**src/rtl/bt656cap_bufsched_if.sv**
```systemverilog
// Signal bundle between the capture control registers / FML burst writer and the
// frame-buffer ring scheduler.
interface bt656cap_bufsched_if #(
  parameter int fml_depth = 27
);
  logic                 enable;
  logic                 base_we;
  logic [2:0]           base_idx;
  logic [fml_depth-6:0] base_adr;
  logic [14:0]          max_bursts;
  logic                 start_of_frame;
  logic                 next_burst;
  logic [fml_depth-6:0] fml_adr_base;
  logic                 capture_en;
  logic                 last_burst;
  // Ready queue handshake: rdy_idx/rdy_bursts are meaningful only while rdy_valid
  // is high; the head is consumed on any rising clock edge where rdy_valid and
  // rdy_pop are both high, and rdy_pop without rdy_valid has no effect.
  logic                 rdy_valid;
  logic [2:0]           rdy_idx;
  logic [14:0]          rdy_bursts;
  logic                 rdy_pop;
  logic                 rel_we;
  logic [2:0]           rel_idx;
  logic                 irq;
  logic [15:0]          dropped;

  modport master (
    output enable, base_we, base_idx, base_adr, max_bursts, start_of_frame,
           next_burst, rdy_pop, rel_we, rel_idx,
    input  fml_adr_base, capture_en, last_burst, rdy_valid, rdy_idx,
           rdy_bursts, irq, dropped
  );

  modport slave (
    input  enable, base_we, base_idx, base_adr, max_bursts, start_of_frame,
           next_burst, rdy_pop, rel_we, rel_idx,
    output fml_adr_base, capture_en, last_burst, rdy_valid, rdy_idx,
           rdy_bursts, irq, dropped
  );
endinterface

```
**src/rtl/bt656cap_bufsched.sv**
```systemverilog
// Frame-buffer ring scheduler: hands free buffers to the capture DMA, counts
// bursts, queues finished frames to software and reclaims released buffers.
module bt656cap_bufsched #(
  parameter int fml_depth = 27,
  parameter int nbuf      = 4
) (
  input  logic                 sys_clk,
  input  logic                 sys_rst_n,
  bt656cap_bufsched_if.slave   bus,
  output logic [1:0]           state_dbg
);
  localparam int aw = fml_depth - 5;
  localparam logic [3:0] nbuf_l = 4'(nbuf);
  localparam logic [2:0] last_ptr = 3'(nbuf - 1);

  typedef enum logic [1:0] {
    IDLE     = 2'd0,
    WAIT_SOF = 2'd1,
    CAPTURE  = 2'd2
  } state_t;

  localparam logic [1:0] B_FREE    = 2'd0;
  localparam logic [1:0] B_FILLING = 2'd1;
  localparam logic [1:0] B_READY   = 2'd2;
  localparam logic [1:0] B_OWNED   = 2'd3;

  // Arrays are sized for the largest ring so 3-bit indices address them directly;
  // entries at or above nbuf are never allocated or written.
  state_t          state;
  logic [1:0]      buf_st   [8];
  logic [aw-1:0]   base_mem [8];
  logic [2:0]      fifo_idx [8];
  logic [14:0]     fifo_cnt [8];
  logic [2:0]      rr, cur_idx, wr_ptr, rd_ptr;
  logic [3:0]      fifo_count;
  logic [14:0]     counter;
  logic [aw-1:0]   fml_adr_base_q;
  logic            capture_en_q, last_burst_q, irq_q;
  logic [15:0]     dropped_q;

  logic            alloc_found;
  logic [2:0]      alloc_idx;
  logic            frame_ok, do_push, do_pop, drop_event;

  function automatic logic [2:0] wrap_idx(input int v);
    return (v >= nbuf) ? 3'(v - nbuf) : 3'(v);
  endfunction

  function automatic logic [2:0] next_ptr(input logic [2:0] p);
    return (p == last_ptr) ? 3'd0 : p + 3'd1;
  endfunction

  // Round-robin search; the buffer being closed is still FILLING, so it is skipped.
  always_comb begin
    alloc_found = 1'b0;
    alloc_idx   = 3'd0;
    for (int k = nbuf - 1; k >= 0; k--) begin
      if (buf_st[wrap_idx(int'(rr) + k)] == B_FREE) begin
        alloc_found = 1'b1;
        alloc_idx   = wrap_idx(int'(rr) + k);
      end
    end
  end

  always_comb begin
    frame_ok   = (counter == bus.max_bursts);
    do_push    = bus.enable && (state == CAPTURE) && bus.start_of_frame && frame_ok;
    do_pop     = bus.rdy_pop && (fifo_count != 4'd0);
    drop_event = bus.enable && bus.start_of_frame &&
                 (((state == WAIT_SOF) && !alloc_found) ||
                  ((state == CAPTURE) && !frame_ok));
  end

  always_ff @(posedge sys_clk or negedge sys_rst_n) begin
    if (!sys_rst_n) begin
      state          <= IDLE;
      rr             <= 3'd0;
      cur_idx        <= 3'd0;
      wr_ptr         <= 3'd0;
      rd_ptr         <= 3'd0;
      fifo_count     <= 4'd0;
      counter        <= 15'd0;
      fml_adr_base_q <= '0;
      capture_en_q   <= 1'b0;
      last_burst_q   <= 1'b0;
      irq_q          <= 1'b0;
      dropped_q      <= 16'd0;
      for (int i = 0; i < 8; i++) begin
        buf_st[i]   <= B_FREE;
        base_mem[i] <= '0;
        fifo_idx[i] <= 3'd0;
        fifo_cnt[i] <= 15'd0;
      end
    end else begin
      irq_q <= do_push;

      if (bus.base_we && ({1'b0, bus.base_idx} < nbuf_l))
        base_mem[bus.base_idx] <= bus.base_adr;

      if (bus.rel_we && ({1'b0, bus.rel_idx} < nbuf_l) && (buf_st[bus.rel_idx] == B_OWNED))
        buf_st[bus.rel_idx] <= B_FREE;

      if (do_pop) begin
        buf_st[fifo_idx[rd_ptr]] <= B_OWNED;
        rd_ptr                   <= next_ptr(rd_ptr);
      end

      if (do_push) begin
        fifo_idx[wr_ptr] <= cur_idx;
        fifo_cnt[wr_ptr] <= counter;
        wr_ptr           <= next_ptr(wr_ptr);
      end

      case ({do_push, do_pop})
        2'b10:   fifo_count <= fifo_count + 4'd1;
        2'b01:   fifo_count <= fifo_count - 4'd1;
        default: fifo_count <= fifo_count;
      endcase

      if (drop_event && (dropped_q != 16'hffff))
        dropped_q <= dropped_q + 16'd1;

      if (!bus.enable) begin
        if (state == CAPTURE)
          buf_st[cur_idx] <= B_FREE;
        capture_en_q <= 1'b0;
        last_burst_q <= 1'b0;
        state        <= IDLE;
      end else begin
        case (state)
          IDLE: state <= WAIT_SOF;

          WAIT_SOF: begin
            if (bus.start_of_frame && alloc_found) begin
              buf_st[alloc_idx] <= B_FILLING;
              cur_idx           <= alloc_idx;
              rr                <= next_ptr(alloc_idx);
              fml_adr_base_q    <= base_mem[alloc_idx];
              counter           <= 15'd0;
              capture_en_q      <= 1'b1;
              last_burst_q      <= (bus.max_bursts == 15'd1);
              state             <= CAPTURE;
            end
          end

          CAPTURE: begin
            if (bus.start_of_frame) begin
              buf_st[cur_idx] <= frame_ok ? B_READY : B_FREE;
              if (alloc_found) begin
                buf_st[alloc_idx] <= B_FILLING;
                cur_idx           <= alloc_idx;
                rr                <= next_ptr(alloc_idx);
                fml_adr_base_q    <= base_mem[alloc_idx];
                counter           <= 15'd0;
                capture_en_q      <= 1'b1;
                last_burst_q      <= (bus.max_bursts == 15'd1);
              end else begin
                capture_en_q <= 1'b0;
                last_burst_q <= 1'b0;
                state        <= WAIT_SOF;
              end
            end else if (bus.next_burst && (counter < bus.max_bursts)) begin
              counter <= counter + 15'd1;
              if ((counter + 15'd1) == bus.max_bursts) begin
                capture_en_q <= 1'b0;
                last_burst_q <= 1'b0;
              end else begin
                last_burst_q <= (({1'b0, counter} + 16'd2) == {1'b0, bus.max_bursts});
              end
            end else if (counter >= bus.max_bursts) begin
              // max_bursts may shrink under a running frame
              capture_en_q <= 1'b0;
              last_burst_q <= 1'b0;
            end
          end

          default: state <= IDLE;
        endcase
      end
    end
  end

  assign bus.fml_adr_base = fml_adr_base_q;
  assign bus.capture_en   = capture_en_q;
  assign bus.last_burst   = last_burst_q;
  assign bus.rdy_valid    = (fifo_count != 4'd0);
  assign bus.rdy_idx      = fifo_idx[rd_ptr];
  assign bus.rdy_bursts   = fifo_cnt[rd_ptr];
  assign bus.irq          = irq_q;
  assign bus.dropped      = dropped_q;
  assign state_dbg        = state;
endmodule

```
**src/flat_wrapper.sv**
```systemverilog
// flat-port wrapper written by rule: the top's interface ports become plain ports
module bt656cap_bufsched_flat 
#(
  parameter int fml_depth = 27,
  parameter int nbuf      = 4
)
  (sys_clk, sys_rst_n, state_dbg, bus_enable, bus_base_we, bus_base_idx, bus_base_adr, bus_max_bursts, bus_start_of_frame, bus_next_burst, bus_rdy_pop, bus_rel_we, bus_rel_idx, bus_fml_adr_base, bus_capture_en, bus_last_burst, bus_rdy_valid, bus_rdy_idx, bus_rdy_bursts, bus_irq, bus_dropped);
  bt656cap_bufsched_if #(.fml_depth(fml_depth)) bus_i ();
  input  logic sys_clk;
  input  logic sys_rst_n;
  output logic [1:0] state_dbg;
  input wire logic [$bits(bus_i.enable)-1:0] bus_enable;
  input wire logic [$bits(bus_i.base_we)-1:0] bus_base_we;
  input wire logic [$bits(bus_i.base_idx)-1:0] bus_base_idx;
  input wire logic [$bits(bus_i.base_adr)-1:0] bus_base_adr;
  input wire logic [$bits(bus_i.max_bursts)-1:0] bus_max_bursts;
  input wire logic [$bits(bus_i.start_of_frame)-1:0] bus_start_of_frame;
  input wire logic [$bits(bus_i.next_burst)-1:0] bus_next_burst;
  input wire logic [$bits(bus_i.rdy_pop)-1:0] bus_rdy_pop;
  input wire logic [$bits(bus_i.rel_we)-1:0] bus_rel_we;
  input wire logic [$bits(bus_i.rel_idx)-1:0] bus_rel_idx;
  output wire logic [$bits(bus_i.fml_adr_base)-1:0] bus_fml_adr_base;
  output wire logic [$bits(bus_i.capture_en)-1:0] bus_capture_en;
  output wire logic [$bits(bus_i.last_burst)-1:0] bus_last_burst;
  output wire logic [$bits(bus_i.rdy_valid)-1:0] bus_rdy_valid;
  output wire logic [$bits(bus_i.rdy_idx)-1:0] bus_rdy_idx;
  output wire logic [$bits(bus_i.rdy_bursts)-1:0] bus_rdy_bursts;
  output wire logic [$bits(bus_i.irq)-1:0] bus_irq;
  output wire logic [$bits(bus_i.dropped)-1:0] bus_dropped;
  assign bus_i.enable = bus_enable;
  assign bus_i.base_we = bus_base_we;
  assign bus_i.base_idx = bus_base_idx;
  assign bus_i.base_adr = bus_base_adr;
  assign bus_i.max_bursts = bus_max_bursts;
  assign bus_i.start_of_frame = bus_start_of_frame;
  assign bus_i.next_burst = bus_next_burst;
  assign bus_i.rdy_pop = bus_rdy_pop;
  assign bus_i.rel_we = bus_rel_we;
  assign bus_i.rel_idx = bus_rel_idx;
  assign bus_fml_adr_base = bus_i.fml_adr_base;
  assign bus_capture_en = bus_i.capture_en;
  assign bus_last_burst = bus_i.last_burst;
  assign bus_rdy_valid = bus_i.rdy_valid;
  assign bus_rdy_idx = bus_i.rdy_idx;
  assign bus_rdy_bursts = bus_i.rdy_bursts;
  assign bus_irq = bus_i.irq;
  assign bus_dropped = bus_i.dropped;
  bt656cap_bufsched #(.fml_depth(fml_depth), .nbuf(nbuf)) u_core (.sys_clk(sys_clk), .sys_rst_n(sys_rst_n), .bus(bus_i), .state_dbg(state_dbg));
endmodule
```
**config.mk**
```make
export PLATFORM = sky130hd
export DESIGN_NAME = bt656cap_bufsched_flat
export DESIGN_NICKNAME = d
export VERILOG_FILES = /design/src/rtl/bt656cap_bufsched_if.sv /design/src/rtl/bt656cap_bufsched.sv /design/src/flat_wrapper.sv
export SDC_FILE = /design/constraint.sdc
export NUM_CORES = 1
export LEC_CHECK = 0
export ABC_CLOCK_PERIOD_IN_PS = 3890
export CAP_MARGIN = 5
export CORE_ASPECT_RATIO = 2
export CORE_MARGIN = 1
export CORE_UTILIZATION = 50
export CTS_BUF_LIST = sky130_fd_sc_hd__clkbuf_2 sky130_fd_sc_hd__clkbuf_4 sky130_fd_sc_hd__clkbuf_8
export CTS_CLUSTER_DIAMETER = 120
export DETAILED_ROUTE_END_ITERATION = 16
export PLACE_DENSITY = 0.68
export SLEW_MARGIN = 20
export SYNTH_ARGS = -nofsm -noshare
export SYNTH_HDL_FRONTEND = slang
export SYNTH_SLANG_ARGS = --single-unit
```
**constraint.sdc**
```tcl
create_clock -name sys_clk -period 3.89 [get_ports sys_clk]
set_input_delay 0.778 -clock sys_clk [delete_from_list [all_inputs] [get_ports sys_clk]]
set_output_delay 0.778 -clock sys_clk [all_outputs]
set_load 0.01 [all_outputs]
```
# --- Word-level counts from Yosys, hierarchy flattened ---
# Cells that the tools add are included.
# W data, S select, Z words.
classes:
  mux: 104
  n_addsub: 15
  reduce_logical: 36
  eq_ne: 24
  magnitude_cmp: 25
  bitwise_logic: 21
ops:
  columns: ["op", "count"]
  rows:
  - ["$bwmux W176", 1]
  - ["$mux W22", 6]
  - ["$bwmux W120", 1]
  - ["$mux W16", 7]
  - ["$mux W15", 7]
  - ["$bmux W22 S3", 1]
  - ["$demux W22 S3", 1]
  - ["$mux W3", 20]
  - ["$bmux W15 S3", 1]
  - ["$demux W15 S3", 1]
  - ["$ge A4 B4 Y1 const B", 11]
  - ["$not A3 Y4", 11]
  - ["$pmux W22 S2", 1]
  - ["$mux W2", 19]
  - ["$and A16 B16 Y16", 2]
  - ["$not A16 Y16", 2]
  - ["$pmux W16 S2", 1]
  - ["$bmux W2 S3", 5]
  - ["$eq A15 B15 Y1", 2]
  - ["$pmux W15 S2", 1]
  - ["$bwmux W24", 1]
  - ["$demux W2 S3", 4]
  - ["$lt A4 B1 Y1 const B", 6]
  - ["$logic_and A1 B1 Y1", 20]
  - ["46 further kinds", 93]
word_totals:
  input_bits: 51
  elab_cells: 269
  output_inout_bits: 62
  register_bits: 410

# --- Longest topological paths before layout ---
logic_depth:
  depth_word: 23
  ltp_mapped: 15
  mapped_depth_nobuf: 13

# --- Worst setup path before layout ---
# No wires, ideal clock.
synth_timing:
  path_kind: "input to register"
  startpoint: "in bus_max_bursts[12]"
  endpoint: "reg u_core.fifo_cnt[49] (netlist bit)"
  required_ns: 3.765
  n_path_buf: 2
  setup_ns: 0.125
  path_stages: 11
  t_arrival_ns: 3.173
  slack_ns: 0.592
  path_cell_list: "inv_1 > ha_1 > nand4_1 > nor3_1 > and2_1 > buf_2 > and3_1 > nand2_2 > nor4b_4 > buf_4 > mux2_2"
synth_between:
  elab_chain_len: 2
synth_rtl:
  columns: ["item", "line", "text"]
  rows:
  - ["start, declared", "flat_wrapper.sv:16", "input wire logic [$bits(bus_i.max_bursts)-1:0] bus_max_bursts;"]
  - ["$eq A15 B15 Y1", "bt656cap_bufsched.sv:66", "frame_ok = (counter == bus.max_bursts);"]
  - ["$logic_and A1 B1 Y1", "bt656cap_bufsched.sv:67", "do_push = bus.enable && (state == CAPTURE) && bus.start_of_frame && frame_ok;"]
  - ["end signal, assigned by index", "bt656cap_bufsched.sv:110", "fifo_cnt[wr_ptr] <= counter;"]
  - ["end, declared", "bt656cap_bufsched.sv:33", "logic [14:0] fifo_cnt [8];"]
# Every way passes these cells.
# A chain may end at the register's enable or synchronous reset.

# --- Worst setup path after layout ---
layout_timing:
  startpoint: "reg u_core.rd_ptr[0]"
  endpoint: "out bus_rdy_idx[0]"
layout_between:
  elab_chain_len: 4
layout_rtl:
  columns: ["item", "line", "text"]
  rows:
  - ["start, declared", "bt656cap_bufsched.sv:34", "logic [2:0] rr, cur_idx, wr_ptr, rd_ptr;"]
  - ["start signal, assigned", "bt656cap_bufsched.sv:105", "rd_ptr <= next_ptr(rd_ptr);"]
  - ["$not A3 Y4 (implied by the code)", "bt656cap_bufsched.sv:187", "assign bus.rdy_idx = fifo_idx[rd_ptr];"]
  - ["$bmux W3 S3", "bt656cap_bufsched.sv:187", null]
  - ["$mux W3 (implied by the code) (2 in series)", "bt656cap_bufsched.sv:187", null]
  - ["end, declared", "flat_wrapper.sv:26", "output wire logic [$bits(bus_i.rdy_idx)-1:0] bus_rdy_idx;"]
# Every way passes these cells. The select of a mux whose other input is x is not followed.

==> results.txt <==
Clock Root Buffer - clkbuf_8
I/O pins - 113
Ys Warns - 0
worst-path fanout max - 15
fill count - 3,487
DP HPWL - 37,600 um
Worst R2R End - u_core.buf_st[9]
DR pass1 iterations - 5
Cells after Synth - 1,869
pre-CTS setup slack - -0.0295 ns
Setup WS post-layout - 0.209 ns
multi-input logic area - 10,200 sq um
sw frac - 40.1%
sequential cell area - 10,300 sq um
DRT iter0 DRCs - 730
cell taking the most area after synthesis - dfrtp_1
H-Tree Level Count - 2
share of post-route cells with drive strength above 1 - 25.0%
most frequent cells in the layout - dfrtp_1, mux2_2, nand2_1, clkdlybuf4s50_1, mux2_1
max-cap viol count - 0
clk sink count - 410
Int Pwr - 9490 uW
count of final max-slew check failures - 0
GR Util All Layers - 25.8%
Cell Area, Synth - 21,400 sq um
register area share after synthesis - 47.9%
routing usage on met3 - 3.67%
Reg2Reg Setup Slack - 0.38 ns
Arr. time, crit path - 2.90 ns
layout net count - 1,990
clock network power share - 23.8%
synthesized area per cell - 11.5 sq um
P_sw - 6340 uW
Slew headroom - 44.8%
final hold vios - 0
vias in the first global route - 16.0k
Vias per Instance - 6.11
Synth area leaders - dfrtp_1, mux2_2, mux2_1
Post-synth top flop - dfrtp_1
worst path required time - 3.11 ns
clock-pin slew on the worst setup and hold paths - 0.06 ns
fmax - 0.272 GHz
# rows - 107
syn nets - 1,950
Worst setup EP type - output pin
Max clock buf depth - 3
met1 Usage GRT - 28.4%
vias - 15.3k
Static Leak - 0.0109 uW
reg2reg start - u_core.rr[1]
PortBufs - 112
Synth top area share - 47.9%
VDD IR max - 812 uV
total CTS buffers - 59
Die ar. - 43,700 sq um
Area Growth Syn to Fin - 14.6%
drt total wl - 55,200 um
asr flop ratio synth - 100%
Worst Max-Slew Pin Slew - 0.824 ns
CTS tree - yes
Setup TNS - 0 ns
Setup crit start - u_core.rd_ptr[0]
Pwr per Cell Area - 644 nW/um^2
worst min-delay path category - input port to async pin
outcome - complete, no violations
Total Power - 15,800 uW
sequential power share - 32.6%
worst hold slack - 0.140 ns
initial core utilization - 50.5%
crit path kind - register to output pin
Tcrit/Tclk final - 94.6%
Antenna Nets Post-Route - 0
synth unique cells - 87
global-route wire length before repair - 87,700 um
grt met2 use - 46.5%
RSZ-0062 raised after global routing - false
GPL Wtd Cong - 0.939
Final Skew - 0.0336 ns
postcts setup bufs - 0
wire per inst - 22.1 um
Tmin final - 3.68 ns
initial antenna violation count - 1
startpoint types - register
Die X - 148 um
total gr overflow - 0
Clock Latency Late Sink - 0.65 ns
DRC violations left - 0
GR peak layer - met2
Reg2Reg Depth - 10
commonest non-fill, non-tap cell in the layout - dfrtp_1
Post-synth EDFFs - 0
die height - 295 um
largest net degree at the start of global routing - 93
combinational share of power - 43.6%
core footprint - 42,400 sq um
number of synthesized register bits - 410
# setup viols final - 0
## power by group through the flow
| stage | registers [uW] | logic (uW) | clock network (uW) |
|---|---|---|---|
| 6_report | 5150 | 6910 | 3770 |
| 5_1_grt | 5220 | 7410 | 4040 |
| 4_1_cts | 5150 | 6920 | 3880 |
| 3_5_place_dp | 5230 | 6910 | 0 |
| 3_3_place_gp | 5210 | 6780 | 0 |
| 2_1_floorplan | 5060 | 4750 | 0 |
## cells by family (layout without fill, tap and decap cells)
| kind of cell | after synthesis | after routing | share of synthesized area, % |
|---|---|---|---|
| buffers and inverters | 252 | 332 | 4.79 |
| DFF | 410 | 410 | 47.9 |
| and+or+nand+nor | 390 | 390 | 9.04 |
| other | 0 | 1 | 0 |
| xor gates and xnor gates | 48 | 48 | 1.96 |
| AOI/OAI and AO/OA | 353 | 353 | 12.4 |
| muxes | 386 | 386 | 22.1 |
| adders and majority gates | 30 | 30 | 1.79 |
## cell usage after synthesis, types with 33 or more instances
master / instances
inv_1: 33
nand2_1: 189
a21oi_1: 33
nor2_1: 53
clkbuf_1: 166
a22oi_1: 50
o21ai_0: 44
dfrtp_1: 410
mux4_2: 38
mux2_1: 95
buf_2: 37
mux2_2: 224
## routing by layer
metal | share of wire, % | up-vias
li1 | - | 6889
met2 | 53 | 429
met4 | 6.0 | 0
met1 | 37 | 7741
met3 | 4.3 | 191
met5 | 0 | -
## state kept, by name (all words and copies together) (netlist names)
register,flops
u_core.base_mem,176
u_core.fifo_cnt,120
u_core.fifo_idx,24
u_core.bus.fml_adr_base,22
u_core.buf_st,16
u_core.bus.dropped,16
u_core.counter,15
u_core.fifo_count,4
u_core.cur_idx,3
u_core.rd_ptr,3
u_core.rr,3
u_core.wr_ptr,3
u_core.state_dbg,2
u_core.bus.capture_en,1
u_core.bus.irq,1
u_core.bus.last_burst,1
## worst max path at each step
stage,end,slack [ns],cells after the start
floorplan,u_core.fifo_cnt[49],0.59,11
finish,bus_rdy_idx[0],0.21,4
global route,bus_rdy_idx[0],0.05,4
global placement,u_core.fifo_cnt[35],0.08,11
detailed placement,u_core.fifo_cnt[38],-0.03,11
CTS,bus_rdy_idx[0],0.02,4
## area by class of cell
cell class                 count  area share (%)
antenna                        1          0.0102
clock buffer                  84            4.40
clock inverter                17           0.866
inverter                      35           0.535
multi-input combinational   1207            41.5
sequential                   410            41.8
tap                          545            2.78
timing repair buffer         196            8.07
## what timing repair did
| action | in CTS | in global routing |
|---|---|---|
| hold endpoints to repair | 0 | 0 |
| gates resized for setup | 0 | 1 |
| endpoints found under the setup margin | 0 | 1 |
| hold buffers | 0 | 0 |
## per-stage QoR
step,area [sq um],util [%],cells
after global routing,24600,57.9,2495
after CTS,24600,57.9,2494
final,24600,57.9,2495
after global placement,23300,54.8,2393
after detailed placement,23300,54.8,2393
after floorplan,21400,-,1869
## critical path: stages (launching register included)
cell and delay, ns:
dfrtp_4 0.61, buf_4 0.26, mux4_2 0.52, mux2_2 0.32
clkdlybuf4s50_1 0.54
Power figures use the tool's default switching activity.
